<file path="config.mk">
export PLATFORM = sky130hd
export DESIGN_NAME = mesh_readback_sequencer
export DESIGN_NICKNAME = d
export VERILOG_FILES = /design/src/rtl/mesh_readback_sequencer.sv
export SDC_FILE = /design/constraint.sdc
export NUM_CORES = 1
export LEC_CHECK = 0
export ABC_AREA = 1
export ABC_CLOCK_PERIOD_IN_PS = 2500
export CAP_MARGIN = 10
export CORE_ASPECT_RATIO = 0.7
export CORE_MARGIN = 8
export CORE_UTILIZATION = 45
export DETAILED_ROUTE_END_ITERATION = 10
export PLACE_DENSITY = 0.7
export SYNTH_ARGS = -nofsm -noshare
export SYNTH_HDL_FRONTEND = slang
export SYNTH_SLANG_ARGS = --single-unit
</file>
<file path="constraint.sdc">
create_clock -name clk_i -period 2.5 [get_ports clk_i]
set_clock_uncertainty 0.1 [all_clocks]
set_input_delay 0.5 -clock clk_i [delete_from_list [all_inputs] [get_ports clk_i]]
set_output_delay 0.5 -clock clk_i [all_outputs]
set_load 0.05 [all_outputs]
</file>
<file path="src/rtl/mesh_readback_sequencer.sv">
// ---------------------------------------------------------------------------
// mesh_readback_sequencer
//
// Reads a completed mesh result (TOTAL_ELEMS words, linear addresses
// 0..TOTAL_ELEMS-1) and streams it out on a valid/ready interface. The words
// pass through a small FIFO. Reads are issued only when the FIFO has room,
// so backpressure never drops a word.
//
// Ports
//   clk_i                       single clock, rising edge
//   rst_i                       synchronous active-high reset
//   start_i                     arm a readback job (honoured in IDLE / ERROR)
//   abort_i                     cancel the job in progress
//   mesh_collection_complete_i  mesh results are ready for reading
//   mesh_read_enable_o          mesh read request (1-cycle latency)
//   mesh_read_addr_o            mesh linear read address
//   mesh_read_data_i            mesh read data
//   mesh_read_valid_i           mesh read data valid
//   m_valid_o / m_data_o        output stream valid and data (FIFO head)
//   m_last_o                    high with the word read from the last address
//   m_ready_i                   output stream ready
//   busy_o                      high in every state except IDLE
//   done_o                      one-cycle pulse on the DRAIN -> IDLE transition
//   error_o                     sticky protocol error flag
// ---------------------------------------------------------------------------
module mesh_readback_sequencer #(
    parameter int DATA_WIDTH  = 32,
    parameter int TOTAL_ELEMS = 1024,
    parameter int ADDR_W      = $clog2(TOTAL_ELEMS),
    parameter int FIFO_DEPTH  = 4
) (
    input  logic                  clk_i,
    input  logic                  rst_i,
    input  logic                  start_i,
    input  logic                  abort_i,
    input  logic                  mesh_collection_complete_i,
    output logic                  mesh_read_enable_o,
    output logic [ADDR_W-1:0]     mesh_read_addr_o,
    input  logic [DATA_WIDTH-1:0] mesh_read_data_i,
    input  logic                  mesh_read_valid_i,
    output logic                  m_valid_o,
    output logic [DATA_WIDTH-1:0] m_data_o,
    output logic                  m_last_o,
    input  logic                  m_ready_i,
    output logic                  busy_o,
    output logic                  done_o,
    output logic                  error_o
);

    localparam int PTR_W = $clog2(FIFO_DEPTH);
    localparam int CW    = PTR_W + 2;
    localparam logic [ADDR_W-1:0] LAST_ADDR = ADDR_W'(TOTAL_ELEMS - 1);

    localparam logic [2:0] ST_IDLE          = 3'd0;
    localparam logic [2:0] ST_WAIT_COMPLETE = 3'd1;
    localparam logic [2:0] ST_STREAM        = 3'd2;
    localparam logic [2:0] ST_DRAIN         = 3'd3;
    localparam logic [2:0] ST_ERROR         = 3'd4;

    logic [2:0]            state;
    logic [ADDR_W-1:0]     read_addr;
    logic                  in_flight;
    logic                  error_q;

    logic [DATA_WIDTH-1:0] fifo_data [FIFO_DEPTH];
    logic                  fifo_last [FIFO_DEPTH];
    logic [PTR_W-1:0]      wr_ptr;
    logic [PTR_W-1:0]      rd_ptr;
    logic [PTR_W:0]        count;

    logic                  read_missing;
    logic                  stray_valid;
    logic                  protocol_error;
    logic [CW-1:0]         credit_used;
    logic                  credit_ok;
    logic                  issue;
    logic                  push;
    logic                  pop;
    logic                  drain_done;
    logic                  aborting;

    // A read issued last cycle must return now; a return with nothing
    // outstanding while a job is active is equally a protocol violation.
    assign read_missing   = in_flight && !mesh_read_valid_i;
    assign stray_valid    = mesh_read_valid_i && !in_flight &&
                            (state == ST_WAIT_COMPLETE || state == ST_STREAM ||
                             state == ST_DRAIN);
    assign protocol_error = read_missing || stray_valid;

    assign aborting = abort_i && (state != ST_IDLE);

    // Credit counts the outstanding read as already occupying a FIFO slot.
    // A pop in the same cycle is not credited, which keeps the check purely
    // registered-state based while still allowing one read per cycle.
    assign credit_used = CW'(count) + CW'(in_flight);
    assign credit_ok   = credit_used < CW'(FIFO_DEPTH);

    assign issue = (state == ST_STREAM) && !abort_i && !protocol_error && credit_ok;
    assign push  = in_flight && mesh_read_valid_i && !abort_i;
    assign pop   = m_valid_o && m_ready_i;

    assign drain_done = (state == ST_DRAIN) && (count == '0) && !in_flight &&
                        !abort_i && !protocol_error;

    assign mesh_read_enable_o = issue;
    assign mesh_read_addr_o   = read_addr;
    assign m_valid_o          = (count != '0);
    assign m_data_o           = m_valid_o ? fifo_data[rd_ptr] : '0;
    assign m_last_o           = m_valid_o && fifo_last[rd_ptr];
    assign busy_o             = (state != ST_IDLE);
    assign done_o             = drain_done;
    assign error_o            = error_q;

    // Control FSM, address counter, in-flight flag and sticky error.
    always_ff @(posedge clk_i) begin
        if (rst_i) begin
            state     <= ST_IDLE;
            read_addr <= '0;
            in_flight <= 1'b0;
            error_q   <= 1'b0;
        end else begin
            in_flight <= issue;
            if (issue) begin
                read_addr <= read_addr + ADDR_W'(1);
            end

            if (aborting) begin
                state <= ST_IDLE;
            end else begin
                case (state)
                    ST_IDLE: begin
                        if (start_i) begin
                            state     <= ST_WAIT_COMPLETE;
                            read_addr <= '0;
                            error_q   <= 1'b0;
                        end
                    end
                    ST_WAIT_COMPLETE: begin
                        if (protocol_error) begin
                            state   <= ST_ERROR;
                            error_q <= 1'b1;
                        end else if (mesh_collection_complete_i) begin
                            state <= ST_STREAM;
                        end
                    end
                    ST_STREAM: begin
                        if (protocol_error) begin
                            state   <= ST_ERROR;
                            error_q <= 1'b1;
                        end else if (issue && read_addr == LAST_ADDR) begin
                            state <= ST_DRAIN;
                        end
                    end
                    ST_DRAIN: begin
                        if (protocol_error) begin
                            state   <= ST_ERROR;
                            error_q <= 1'b1;
                        end else if (drain_done) begin
                            state <= ST_IDLE;
                        end
                    end
                    ST_ERROR: begin
                        if (start_i) begin
                            state     <= ST_WAIT_COMPLETE;
                            read_addr <= '0;
                            error_q   <= 1'b0;
                        end
                    end
                    default: begin
                        state <= ST_IDLE;
                    end
                endcase
            end
        end
    end

    // FIFO pointers and occupancy; abort and protocol errors flush everything.
    always_ff @(posedge clk_i) begin
        if (rst_i || aborting || protocol_error) begin
            wr_ptr <= '0;
            rd_ptr <= '0;
            count  <= '0;
        end else begin
            if (push) begin
                wr_ptr <= wr_ptr + PTR_W'(1);
            end
            if (pop) begin
                rd_ptr <= rd_ptr + PTR_W'(1);
            end
            case ({push, pop})
                2'b10:   count <= count + (PTR_W + 1)'(1);
                2'b01:   count <= count - (PTR_W + 1)'(1);
                default: count <= count;
            endcase
        end
    end

    // Storage only; the last flag travels with each word. read_addr has
    // already advanced, so the returning word came from read_addr - 1.
    always_ff @(posedge clk_i) begin
        if (push) begin
            fifo_data[wr_ptr] <= mesh_read_data_i;
            fifo_last[wr_ptr] <= (read_addr - ADDR_W'(1)) == LAST_ADDR;
        end
    end

endmodule

</file>
After elaboration in Yosys (flattened, before gate mapping). Memories as Yosys holds them, arrays and structs flattened. A register that Yosys moved wholly into a read port is not among the register bits. Index checks and enable logic that the tools add are counted.

Bits in registers: 22. Latch bits: 0. RAM bits: 132. ROM bits: 0. Logic and storage cells: 90. Memories: 2.

$add $sub $neg: 7. $mul: 0. Divide/modulo/power cells: 0. Order comparisons: 1. Eq/ne operators: 13. Shift-type cells: 0. Mux-type cells: 23. Bitwise gates (word level): 1. Reduce and logical (&&, ||, !) cells: 36.

Memory list: fifo_data (words 4, bits a word 32, read ports 1, clocked after Yosys merged registers in 1, write ports 1, line 65) `logic [DATA_WIDTH-1:0] fifo_data [FIFO_DEPTH];`; fifo_last (words 4, bits a word 1, read ports 1, clocked after Yosys merged registers in 1, write ports 1, line 66) `logic fifo_last [FIFO_DEPTH];`.

Operators by type and width (number): 2-to-1 mux 10 bit (4); 2-to-1 mux 32 bit (1); 2-to-1 mux 3 bit (7); equality test 10 bit, second input constant (2); logical AND 1 bit (16); case mux 3 bit (4 select lines) (1); adder 10 x 1 -> 10 bit, second input constant (1); subtractor 10 x 1 -> 10 bit, second input constant (1); 2-to-1 mux 2 bit (4); AND reduction 4 bit (2); equality test 3 x 2 -> 1 bit, second input constant (2); logical NOT 3 bit (2); inequality test 3 bit, second input constant (2); case mux 3 bit (2 select lines) (1); nonzero test 3 bit (2); logical OR 1 bit (5); adder 2 x 1 -> 2 bit, second input constant (2); adder 3 x 1 -> 4 bit (1); logical NOT 1 bit (4); < comparator 4 x 3 -> 1 bit, second input constant (1); 2-to-1 mux 1 bit (4); inequality test 2 x 1 -> 1 bit, second input constant (2); nonzero test 2 bit (2); OR reduction 2 bit (2); other kinds (10) (10).

Logic depth before layout (Yosys ltp).
Depth after elaboration: 12. Mapped depth: 11.

Worst setup path before layout. No wires, ideal clock.

Path type: input port to output port. Start: input mesh_read_valid_i. End: output done_o. Arrival time: 2.212 ns. Data required time: 1.900 ns. Setup slack: -0.312 ns. Stages: 4. Buffers on the path: 0. Cells stage by stage: inv_2 nand2_1 nand2_4 nor4_1.

Cells in the longest elaborated chain, start to end: 5.

Ends and longest elaborated chain: start: declaration (line 40) `input logic mesh_read_valid_i,`; logical NOT 1 bit / logical AND 1 bit (equally long branches) (line 84, 85); logical AND 1 bit, on equally long branches (line 84, 85); logical OR 1 bit (*) (line 88) `assign protocol_error = read_missing || stray_valid;`; logical NOT 1 bit (*) (line 103) `!abort_i && !protocol_error;`; logical AND 1 bit (*) (line 103); end: declaration (line 46) `output logic done_o,`.

Mark *: on every way between the ends. The rest lies on a longest branch, timed or not.

==> results.txt <==
- Leaving out filler cells and counting taps, the final layout contains 924.
- Sorting the synthesized cells by area gives the leading types as edfxtp_1 60%, nor2_1 9.1%, dfxtp_1 7.3%.
- The total overflow left after global routing is 0.
- The analysis attributes to cell leakage a power of 3.16 nW.
- Growth of design area from synthesis to finish: 37.2%
- Required time of the critical path: 1900 ps
* Final routed wire length divided by cell count: 16.4 um
- Max-cap violations in this run came to 0.
- Number of max-slew violations in the final report: 0
- Die span in y: 117 um
- Setup violations remaining at the end of the flow were counted as 0.
- Total Routed Length: 15.2 mm
- Placed cell count: 886
- Vias per Instance: 5.20
- Port Buffer Count: 86
- The first routing iteration left 275 violations.
* Die Span X: 161 um
- The first global-routing pass estimated 24.5 mm of wire.
* Top-count cell post-synth: nor2_1
- Endpoint of the lowest-slack register-to-register path: count[2]
* Number of hold-slack violations in the final timing report: 0
- Finished Core Util: 0.624
- The critical path goes through clkinvlp_4, buf_12, buf_4, nor2_1, o21ai_0, a21oi_2, buf_12.
- Largest net degree at the start of global routing: 43
- H-tree levels: 4
- In the final layout, the share of cells above drive strength 1 is 0.237.
- Minimum setup slack in the final design: 91.1 ps
* CP arrival: 1810 ps
* Routed metal-1 wirelength: 6.96 mm
* Fmax achieved: 415 MHz
- After detailed routing, the number of remaining DRC violations is 0.
- TritonCTS clock tree: yes
- Initial core utilization: 0.455
- Sequential-to-total area share from yosys stat: 0.672
* Area leader, netlist: edfxtp_1
* Clock tree buffer depth: 2
* Count of vias placed by the detailed router: 4,803
* Final antenna diode count: 0
- FF+latch count, synth: 156
- The smallest clock period supported by the final layout is computed as 2410 ps.
- Clock-pin slew was measured on the worst setup and hold paths at 60 ps.
- On the critical path, the stage with the largest delay is an instance of dfxtp_2.
- The most numerous cell type found on the critical path is buf_12.
- The critical path ends at m_data_o[21].
- The worst setup path is of the register to output pin kind.
* Number of antenna violations at the first check in global routing: 0
- STA classifies the critical path endpoint as an output pin.
* Number of global-route vias before repair: 4,800
- Of the post-synthesis cell area, the dominant cell type holds 0.599.
- Of all flip-flops after synthesis, the portion carrying an async set or reset was 0.
- The worst setup path is launched from a register.
- Root buffer cell: clkbuf_16
- After synthesis, the mean cell area works out to 10.9 um2.
- Uppermost signal routing layer after detailed routing: met4
* Total CTS buffers: 17
- Max transition margin: 0.662
- Startpoint of the most critical register-to-register path: count[0]
- Critical Path Max Stage Delay: 350 ps
- The initialized floorplan defines 37 standard-cell rows.
- The number of different library cells used by synthesis comes to 38.
* Met2 Wirelength: 7.27 mm
- Setup TNS Final: 0 ps
- The total area inside the core boundary comes to 14,500 um2.
* TritonCTS sink count: 156
- After detailed routing, the met3 layer carries 731 um of wire.
* First-pass detailed-route iteration total: 4
- Maximum ir drop on the vdd rail: 0.724 mV
* Post-Synthesis Cells: 606
* Dpl ws: 32.3 ps
* Most common flop cell mapped by yosys: edfxtp_1
* Number of placed I/O pins: 87
- Result of the run: complete, no violations
- For the worst flop-to-flop path, the logic depth is 11.
- The path class of the tightest hold or removal check is register to register.
* Slew at the pin closest to its max-slew limit: 506 ps
- The mapped netlist covers 6610 um2.
- Flop-to-flop setup slack: 480 ps
- Top cells by count, synth: 160 x nor2_1, 132 x edfxtp_1, 70 x o21ai_0
* Number of nets in the layout: 764
- Net count after synthesis: 654
* Critical-path maximum fanout: 7
- Power Density: 684 nW/um2
* Final HPWL from detailed placement: 9.79 mm
- Once detail routing completed, the nets flagged for antenna violations numbered 0.
* Number of synthesized flops with an enable pin: 132
- In the global route stage, overall resource usage came out at 0.162.
- Final clock period utilization by the worst path: 0.964
- Clock latency on the worst-skew pair: 420 ps
* Count of warnings emitted by yosys: 0
- Overall die area: 18,900 um2
- The congestion estimate from routability-driven global placement came to 0.838.
-- logic make-up after synthesis --
logic type	after synthesis	share of synthesized area
buffers and inverters	63	0.0380
AO/OA/AOI/OAI	130	0.101
AND/OR/NAND/NOR	246	0.168
XOR/XNOR	2	0.00265
flip-flops	156	0.672
adder cells (fa/ha/maj)	9	0.0182
-- repair_timing --
item                                    in CTS  in global routing
hold buffers                                 0                  0
pin swaps                                    1                  1
setup buffers                                3                  1
endpoints found under the setup margin      19                 29
cloned                                       0                  2
resized for setup                            3                 12
-- state kept, by name, indices dropped and copies added (netlist names), named ones only --
signal / flops
fifo_last: 4
fifo_data: 128
error_o: 1
mesh_read_addr_o: 10
state: 3
in_flight: 1
wr_ptr: 2
rd_ptr: 2
count: 3
-- worst min path at each step --
stage              start        to  slack [ps]  cells after the start
2_1_floorplan  rd_ptr[0]  register         350                      1
3_3_place_gp     error_o   error_o         340                      2
5_1_grt          error_o   error_o         400                      2
4_1_cts          error_o   error_o         360                      2
3_5_place_dp     error_o   error_o         350                      2
6_report         error_o   error_o         350                      2
-- final cells by class --
type	count	area (um2)
Inverter	38	149
Clock inverter	15	140
Timing Repair Buffer	116	1590
Tap cell	195	244
Fill cell	1120	5460
Sequential cell	156	4450
Multi-Input combinational cell	387	2070
Clock buffer	17	425
-- routing by layer --
metal / vias to the layer above / track usage
met5: - / 0
met2: 120 / 0.261
met3: 18 / 0.0391
met4: 0 / 0.0623
li1: 2316 / -
met1: 2349 / 0.208
-- critical path: cells and delay by family, from the launching register on --
| kind | cells | cell delay (ps) |
|---|---|---|
| DFF | 1 | 350 |
| AOI/OAI and AO/OA | 2 | 370 |
| buffers and inverters | 4 | 560 |
| and+or+nand+nor | 1 | 100 |
-- cells in the final DEF (no fill, tap or decap), types with 6 or more instances in the layout --
cell type | Yosys | final
a21oi_1 | 51 | 19
a21oi_2 | 1 | 33
buf_12 | 0 | 44
buf_4 | 0 | 17
clkbuf_16 | 0 | 19
clkdlybuf4s50_1 | 0 | 49
clkinvlp_4 | 0 | 6
dfxtp_1 | 24 | 22
edfxtp_1 | 132 | 132
ha_1 | 8 | 8
inv_1 | 28 | 26
inv_2 | 10 | 10
nand2_1 | 34 | 34
nand3_1 | 10 | 10
nand4_1 | 6 | 6
nor2_1 | 160 | 156
nor2_4 | 6 | 10
o21ai_0 | 70 | 69
-- where the power goes --
group	switching, mW	internal (mW)	leakage, nW	total, mW
clock	1.04	1.38	0.262	2.42
sequential	0.0393	2.87	1.38	2.91
combinational	0.563	0.311	1.52	0.875
-- per-stage QoR --
stage / total power, mW / instance area (um2) / hold WS, ps
final: 6.21 / 9070 / 354
after global placement: 3.83 / 8380 / 341
after global routing: 6.44 / 9070 / 401
after detailed placement: 3.85 / 8380 / 354
after CTS: 6.26 / 8970 / 363
after floorplan: 3.54 / 6730 / 347
(Power assumes the default switching activity.)
==> variant: new RTL, same flow settings <==
The parameter `DATA_WIDTH` goes from 32 to 24.
--- a/src/rtl/mesh_readback_sequencer.sv
+++ b/src/rtl/mesh_readback_sequencer.sv
@@ -24,7 +24,7 @@
 //   error_o                     sticky protocol error flag
 // ---------------------------------------------------------------------------
 module mesh_readback_sequencer #(
-    parameter int DATA_WIDTH  = 32,
+    parameter int DATA_WIDTH  = 24,
     parameter int TOTAL_ELEMS = 1024,
     parameter int ADDR_W      = $clog2(TOTAL_ELEMS),
     parameter int FIFO_DEPTH  = 4
Interface: changed (resized m_data_o and mesh_read_data_i); port bits go from 87 to 71. The function was not compared with the original's and may differ.
==> variant against the unedited design <==
Synthesized cell count fell by 15%; routed wire length shrank 18%; worst hold slack better by 0.0055 ns; combinational power decreased by 3.4%; global-route usage shrank 0.25 points; sequential cell count shrank 32; power decreased by 5.2%; non-clock buffer count fell by 28; critical path depth decreased by 1; area after synthesis down 19%; setup slack worse by 0.026 ns; final area shrank 18%; largest power group is now the clock network; highest routed layer unchanged.
==> variant: results (changes against the unedited design) <==
Status
  • Run status: complete, no violations

Worst setup path
  • CP Max Fanout: 4 (-3)
  • Top cell family by delay on the critical path: buffers and inverters
  • Setup crit end: done_o
  • Worst Path Arrival: 1.83 ns (+0.02 ns)
  • Critical Path Slowest Stage Cell: clkdlybuf4s50_1
  • Slowest stage delay, CP: 0.57 ns (+0.22 ns)
  • Worst reg2reg setup slack: 0.43 ns (-0.05 ns)

Timing
  • Minimum hold slack: 0.359 ns (+0.00546 ns)
  • Worst slew pin tran: 0.512 ns (+0.00630 ns)
  • Fmax: 411 MHz (-1.1%)

Layout
  • Number of clock-tree buffers in the layout: 19 (+2)
  • Filler cells: 858 (-23%)
  • Seq/total area: 0.468 (-0.0221)
  • Max reg flops: 96 (-25%)
  • Fraction of layout cells with a size suffix above 1: 0.213 (-0.0243)
  • #MultiIn Comb: 335 (-13%)
  • Final nets: 642 (-16%)
  • Non-clock buffers, area share: 0.161 (-0.0141)
  • Buffers, non-clock: 88 (-24%)
  • Non-clk invs: 36 (-5.3%)
  • Clock network area share: 0.0879 (+0.0255)

Logic synthesis
  • Sequential share of the synthesized area: 0.647 (-0.0245)
  • Synth cell types: 37 (-2.6%)
  • EDFF count, synth: 100 (-24%)
  • Number of warnings issued by yosys: 0 (unchanged)
  • Syn Nets: 553 (-15%)
  • Synth area leaders: edfxtp_1 (56%), nor2_1 (9.1%), dfxtp_1 (8.9%)
  • Commonest cells in the netlist: nor2_1 (131), edfxtp_1 (100), o21ai_0 (51)

Routing
  • Pre-Repair DR Iteration Count: 5 (+1)
  • Vias per Instance: 5.16 (-0.77%)
  • First DRT Iteration DRCs: 272 (-1.1%)

Placed design
  • Port-buffer cells: 70 (-19%)
  • DP HPWL: 7940 um (-19%)
  • Gpl congestion: 0.867 (+3.4%)
  • Pre-CTS WS: -0.0825 ns (-0.115 ns)

GRT
  • Largest net degree at the start of global routing: 26 (-40%)
  • First-pass GRT wire length: 19900 um (-19%)
  • Vias in the first global route: 3973 (-17%)
  • GR Util All Layers: 0.160 (-0.00251)

Clock network
  • Cells resized by post-CTS repair: 10 (+7)
  • Clock sinks: 124 (-21%)

Min path
  • HP Class: reg -> reg
  • WHS Endpoint: error_o$_SDFFE_PP0P_

Power and ir drop
  • Peak VDD IR: 587 uV (-19%)
  • Leak pwr: 2.63 nW (-17%)
  • Pint: 4.43 mW (-3.0%)
## variant: cell count changes in the layout (fill, tap and decap cells not counted), sizes merged, moves of 4 or more
cell,before,now
edfxtp,132,100
nor2,168,138
buf,63,45
o21ai,75,59
clkdlybuf4s50,49,41
a21oi,52,45
inv,41,35
bufinv,1,6
nand3,13,17
## variant: logic make-up after synthesis
| family | share of synthesized area |
|---|---|
| adder cells (fa/ha/maj) | 0.0223 |
| buffers and inverters | 0.0386 |
| AO/OA/AOI/OAI | 0.103 |
| XOR/XNOR | 0.00326 |
| AND/OR/NAND/NOR | 0.186 |
| flip-flops | 0.647 |
## variant: metrics by stage
step	std cells	area [sq um]	power, mW
2_1_floorplan	513	5390	2.93
5_1_grt	772	7450	6.07
6_report	772	7450	5.88
3_3_place_gp	739	6710	3.18
4_1_cts	771	7390	5.91
3_5_place_dp	739	6710	3.20
## variant: routing by layer
| metal | routed length [um] | vias to the layer above | track usage | share of wire |
|---|---|---|---|---|
| met5 | 0 | - | 0 | 0 |
| met4 | 221 | 0 | 0.0659 | 0.018 |
| met3 | 610 | 21 | 0.0437 | 0.049 |
| met2 | 5940 | 128 | 0.261 | 0.48 |
| met1 | 5630 | 1878 | 0.198 | 0.45 |
| li1 | - | 1955 | - | - |
## variant: power groups by stage
| stage | clock network [mW] | logic (mW) | registers, mW |
|---|---|---|---|
| 5_1_grt | 2.83 | 0.917 | 2.33 |
| 6_report | 2.71 | 0.845 | 2.33 |
| 3_5_place_dp | 0 | 0.834 | 2.37 |
| 2_1_floorplan | 0 | 0.524 | 2.40 |
| 3_3_place_gp | 0 | 0.815 | 2.37 |
| 4_1_cts | 2.74 | 0.844 | 2.33 |
## variant: tightest hold or removal path, cell delays in order (launching register included)
cell	delay, ns
dfxtp_1	0.31
inv_1	0.06
a21oi_2	0.05
